==> src/rtl/k_lut_cfg_array.sv <==
// k_lut_cfg_array
//   Array of N_LUT independent K-input look-up tables. Each LUT is followed by
//   an optional output flip-flop, so a LUT plus its register forms one minimal
//   logic element. Truth tables and mode bits are loaded serially through a
//   clocked configuration chain that a small IDLE/LOAD/RUN state machine
//   controls.
//
//   Per-LUT configuration slice (SLICE = 2^K+1 bits, LUT j at cfg[j*SLICE +: SLICE]):
//     bit SLICE-1   : mode, 0 = combinational output, 1 = registered output
//     bits 2^K-1..0 : truth table, entry a = result for address a
//   The first bit shifted in ends up at the cfg MSB. The stream therefore starts
//   with the mode bit of LUT N_LUT-1, then its truth bits from high to low, then
//   LUT N_LUT-2, and so on.
//
//   Optional feature, macro KLUT_READBACK_EN:
//     defined   : o_cfg_out = cfg MSB in every state (daisy-chain out while
//                 loading). In RUN, i_rb_en rotates cfg left by one bit per cycle
//                 and forces o_data to 0. After CFG_BITS rotations the original
//                 contents are back. i_cfg_start takes priority over i_rb_en.
//     undefined : o_cfg_out is tied 0, i_rb_en is ignored, and no rotate path
//                 exists.
//
// Ports
//   i_clk        clock, all logic on the rising edge
//   i_rst        synchronous active-high reset
//   i_cfg_start  one-cycle pulse that begins (or restarts) configuration
//   i_cfg_valid  i_cfg_bit is valid this cycle
//   i_cfg_bit    serial configuration bit
//   o_cfg_ready  high in LOAD
//   o_cfg_done   high in RUN
//   i_lut_in     LUT j address = i_lut_in[j*K +: K]
//   o_data       LUT j result = o_data[j]
//   i_rb_en      readback rotate enable
//   o_cfg_out    serial configuration out / readback
//   o_dbg_state  current FSM state (0 = IDLE, 1 = LOAD, 2 = RUN)
//
// Config handshake: a bit is transferred on a rising edge where i_cfg_valid
// and o_cfg_ready are both high. The sender may hold valid low for any number
// of cycles, and no timeout applies. Valid bits offered while o_cfg_ready is
// low are dropped.

module k_lut_cfg_array #(
  parameter int K     = 4,
  parameter int N_LUT = 2
) (
  input  logic               i_clk,
  input  logic               i_rst,
  input  logic               i_cfg_start,
  input  logic               i_cfg_valid,
  input  logic               i_cfg_bit,
  output logic               o_cfg_ready,
  output logic               o_cfg_done,
  input  logic [N_LUT*K-1:0] i_lut_in,
  output logic [N_LUT-1:0]   o_data,
  input  logic               i_rb_en,
  output logic               o_cfg_out,
  output logic [1:0]         o_dbg_state
);

  localparam int TT       = 1 << K;
  localparam int SLICE    = TT + 1;
  localparam int CFG_BITS = N_LUT * SLICE;
  localparam int CW       = $clog2(CFG_BITS + 1);

  typedef enum logic [1:0] {
    IDLE = 2'd0,
    LOAD = 2'd1,
    RUN  = 2'd2
  } state_t;

  state_t              state;
  logic [CFG_BITS-1:0] cfg;
  logic [CW-1:0]       cnt;
  logic [N_LUT-1:0]    lut_ff;
  logic [N_LUT-1:0]    lookup;
  logic [N_LUT-1:0]    mode;
  logic [TT-1:0]       tt;
  logic                rotate;

`ifdef KLUT_READBACK_EN
  // Restart wins over readback, so a start pulse never rotates the chain.
  assign rotate    = (state == RUN) && i_rb_en && !i_cfg_start;
  assign o_cfg_out = cfg[CFG_BITS-1];
`else
  logic unused_rb_en;
  assign unused_rb_en = i_rb_en;
  assign rotate       = 1'b0;
  assign o_cfg_out    = 1'b0;
`endif

  assign o_cfg_ready = (state == LOAD);
  assign o_cfg_done  = (state == RUN);
  assign o_dbg_state = state;

  // Per-LUT lookup: slice out the truth table, then index it with the address.
  always_comb begin
    lookup = '0;
    mode   = '0;
    tt     = '0;
    for (int j = 0; j < N_LUT; j++) begin
      tt        = cfg[j*SLICE +: TT];
      lookup[j] = tt[i_lut_in[j*K +: K]];
      mode[j]   = cfg[j*SLICE + TT];
    end
  end

  // Outputs are live only in RUN and not while the chain rotates, because a
  // rotated table would produce meaningless results.
  always_comb begin
    o_data = '0;
    if (state == RUN && !rotate) begin
      for (int j = 0; j < N_LUT; j++) begin
        o_data[j] = mode[j] ? lut_ff[j] : lookup[j];
      end
    end
  end

  always_ff @(posedge i_clk) begin
    if (i_rst) begin
      state  <= IDLE;
      cfg    <= '0;
      cnt    <= '0;
      lut_ff <= '0;
    end else begin
      case (state)
        IDLE: begin
          lut_ff <= '0;
          if (i_cfg_start) begin
            state <= LOAD;
            cnt   <= '0;
          end
        end
        LOAD: begin
          lut_ff <= '0;
          if (i_cfg_start) begin
            // A restart that coincides with a valid bit keeps that bit as bit 1.
            if (i_cfg_valid) begin
              cfg <= {cfg[CFG_BITS-2:0], i_cfg_bit};
              cnt <= CW'(1);
            end else begin
              cnt <= '0;
            end
          end else if (i_cfg_valid) begin
            cfg <= {cfg[CFG_BITS-2:0], i_cfg_bit};
            cnt <= cnt + CW'(1);
            if (cnt == CW'(CFG_BITS - 1)) begin
              state <= RUN;
            end
          end
        end
        RUN: begin
          if (i_cfg_start) begin
            state  <= LOAD;
            cnt    <= '0;
            lut_ff <= '0;
          end
`ifdef KLUT_READBACK_EN
          else if (rotate) begin
            cfg    <= {cfg[CFG_BITS-2:0], cfg[CFG_BITS-1]};
            // Drop stale register contents so readback leaves no artefact.
            lut_ff <= '0;
          end
`endif
          else begin
            lut_ff <= lookup;
          end
        end
        default: begin
          state  <= IDLE;
          lut_ff <= '0;
        end
      endcase
    end
  end

endmodule

==> config.mk <==
export PLATFORM = sky130hd
export DESIGN_NAME = k_lut_cfg_array
export DESIGN_NICKNAME = d
export VERILOG_FILES = /design/src/rtl/k_lut_cfg_array.sv
export SDC_FILE = /design/constraint.sdc
export NUM_CORES = 1
export LEC_CHECK = 0
export ABC_AREA = 1
export BUFFER_PORTS_ARGS = -buffer_cell sky130_fd_sc_hd__buf_2
export CAP_MARGIN = 20
export CELL_PAD_IN_SITES_DETAIL_PLACEMENT = 1
export CELL_PAD_IN_SITES_GLOBAL_PLACEMENT = 1
export CORE_AREA = 4 4 80 82
export DETAILED_ROUTE_END_ITERATION = 10
export DIE_AREA = 0 0 84 86
export PLACE_DENSITY = 0.73
export SYNTH_ARGS = -nofsm -noshare
export SYNTH_HDL_FRONTEND = slang
export SYNTH_SLANG_ARGS = --single-unit
==> constraint.sdc <==
create_clock -name i_clk -period 1.1 [get_ports i_clk]
set_clock_uncertainty 0.1 [all_clocks]
set_input_delay 0.055 -clock i_clk [delete_from_list [all_inputs] [get_ports i_clk]]
set_output_delay 0.055 -clock i_clk [all_outputs]
set_load 0.1 [all_outputs]
==> flow_summary.ini <==
[clock_tree]
clkSinkCount = 44
clockBufferDepth = 2
cts_buffers = 5
clock-root-buffer = clkbuf_8
cts_tree = done
insertion_delay_ns = 0.31
clkTransAtPathRegs_ns = 0.09
ctsHtreeMaxLevel = 2

[logic_synthesis]
synth-main-ff-cell = dfxtp_1
synth_seq_area_share_pct = 43.4
synth_top_area_share_pct = 43.4
synth_compound_area_share_pct = 22.3
yosysWarnings = 0
netlist.top_cell.by_area = dfxtp_1
synthXorXnorAreaFrac_pct = 0
synth_mux_area_share_pct = 0
synth-simple-area-share_pct = 21.3
synth-seq-cells = 44
synthArstFlopShare_pct = 0
synthCells = 288
synth_area_per_cell_sq_um = 7.05
synthAdderAreaFrac_pct = 1.23
synth_top_family_by_area = compound AO/OA/AOI/OAI gates
syn-cell-area_sq_um = 2030
synthesis.nets = 304
synth_area_leaders = dfxtp_1 (43%), o21ai_0 (11%), a21oi_1 (10%)
synth_edf_count = 0
synth_cell_types = 23

[placed_design]
dpl_cell_area_sq_um = 2780
hpwl_um = 4310
portBuffers = 18
pre_cts_slack_ns = -0.258
place_congestion = 0.827

[timing]
fmax_mhz = 544
worst_slack_ns = -0.738
slew_viol_final = 0
setup_tns_ns = -17.58
rsz0062_at_grt = true
finalCriticalPeriod_ns = 1.84
finalSetupViolCount = 50
finalHoldViolCount = 0
post-route-period-util_pct = 167

[run_status]
status = complete, but fails checks
violations = negative setup slack

[power]
pwr-share-comb_pct = 31.5
total_power_uw = 4090
worst_ir_drop_vdd_uv = 843
pwr-share-clk_pct = 25.7
seq_power_share_pct = 42.8
power.leakage_uw = 0.00161
p_sw_uw = 1400
p_int_uw = 2690
powerDensity_nw_per_um2 = 1030
p_sw_share_pct = 34.3

[global_routing]
antenna_found_initial = 0
grt_pass1_wl_um = 14700
grt_overflow = 0
grt_max_degree = 19
grt_pass1_vias = 2824
grtUsageTotal_pct = 26.2

[floorplan]
die-area_sq_um = 7220
num_io_pins = 21
start_util_pct = 35.3
core_area_sq_um = 5750
die_height_um = 86
row_count = 28
die_w_um = 84

[route]
avgViaCountPerCell = 5.54
ant_nets = 0
via_count = 2597
wirelength_um = 11900
post_drt_wl_per_cell_um = 25.5
drc_errors = 0
drt_iter0_drc = 136
first_pass_iters = 4

[worst_setup_path]
cp_max_fo = 2
rr_startpoint = o_dbg_state[0]
worstSetupStartpointType = flip-flop
r2r_slack_ns = -0.51
worst-setup-path-type = reg2out
critPathArrivalTime_ns = 1.68
ff2ff_path_depth = 9
crit_path_end_kind = output pin
r2r_end = cnt[4]
required_ns = 0.94

[worst_hold_path]
hp-start = i_lut_in[7]
whs_path_depth = 5
hold_path_end = lut_ff[1]
hold_path_class = in2reg

[final_layout]
fin_nets = 411
antennaDiodeCount = 0
layout_commonest_cell = buf_4
final_layout_size_suffix_gt1_share_pct = 68.5
stdcell_area_sq_um = 3990
layout_common_cells = buf_4 (54), nand2_1 (36), a21oi_2 (32)
area_growth_pct = 96.4

[job]
cap_violations = 0
-- worst max-delay path: stages, from the launching register on --
cell and delay [ns]:
dfxtp_1 0.31, inv_1 0.13, nand2_1 0.09, nand3_1 0.09
nand3_1 0.13, nand3_2 0.13, nand3_2 0.11, nand2_2 0.11
clkinvlp_4 0.10, buf_12 0.17
-- timing repair --
item                                   CTS  global route
setup endpoints to repair               50            50
resized for setup                      128            82
endpoints found under the hold margin    6             0
gates cloned                             6             0
hold buffers                             4             0
pin swaps                               35            28
setup buffers                           24            10
-- state kept, by name, indices dropped and copies added (netlist names) --
name,cells
cfg,34
cnt,6
lut_ff,2
o_dbg_state,2
-- metrics by stage --
stage               hold slack [ns]  instances  utilization [%]
finish                       0.0923        469             69.4
global route                  0.102        469             69.4
CTS                          0.0499        463             63.2
detailed placement            0.200        426             48.4
global placement              0.191        426             48.4
floorplan                    0.0144        288                -
-- layer usage --
metal / vias to the layer above / track usage, % / share of wire (%)
met4: 0 / 11.1 / 4.3
met3: 41 / 3.94 / 3.1
met2: 78 / 51.0 / 54
li1: 1154 / - / -
met5: - / 0 / 0
met1: 1324 / 27.8 / 38
-- cell families (layout without fill, tap and decap cells) --
family                     Yosys count  after routing
buffers and inverters               58            164
DFF                                 44             44
other                                1              1
adders and majority gates            2              2
and+or+nand+nor                     94             94
AOI/OAI and AO/OA                   89             89
-- cells in the mapped netlist, types with 2 or more instances --
library cell	count
a211oi_1	2
a21oi_1	42
o21ai_0	44
nand2_1	47
inv_1	44
clkbuf_1	3
nor2_1	13
buf_2	9
dfxtp_1	44
nand3_1	26
ha_1	2
-- how the worst max path moves through the flow --
stage | to | cells after the start | from | slack [ns]
detailed placement | o_data[1] | 9 | cfg[19] | -0.26
global route | o_data[0] | 9 | cfg[8] | -0.79
global placement | o_data[0] | 9 | cfg[8] | -0.22
finish | o_data[0] | 9 | cfg[12] | -0.74
floorplan | o_data[0] | 6 | o_dbg_state[1] | -0.82
CTS | o_data[1] | 9 | cfg[29] | -0.49
-- power groups by stage --
stage | Sequential (uW) | Combinational [uW] | Clock [uW]
detailed placement | 1750 | 675 | 0
global route | 1760 | 1340 | 1100
CTS | 1730 | 1010 | 970
finish | 1750 | 1290 | 1050
floorplan | 1770 | 364 | 0
global placement | 1750 | 650 | 0
-- layout make-up --
cell class                 count  area, sq um
clock buffer                   6         72.6
fill                         610         1760
inverter                      45          195
multi-input combinational    186         1500
sequential                    44          916
tap                           75         93.8
timing repair buffer         113         1210
Power figures use the tool's default switching activity.
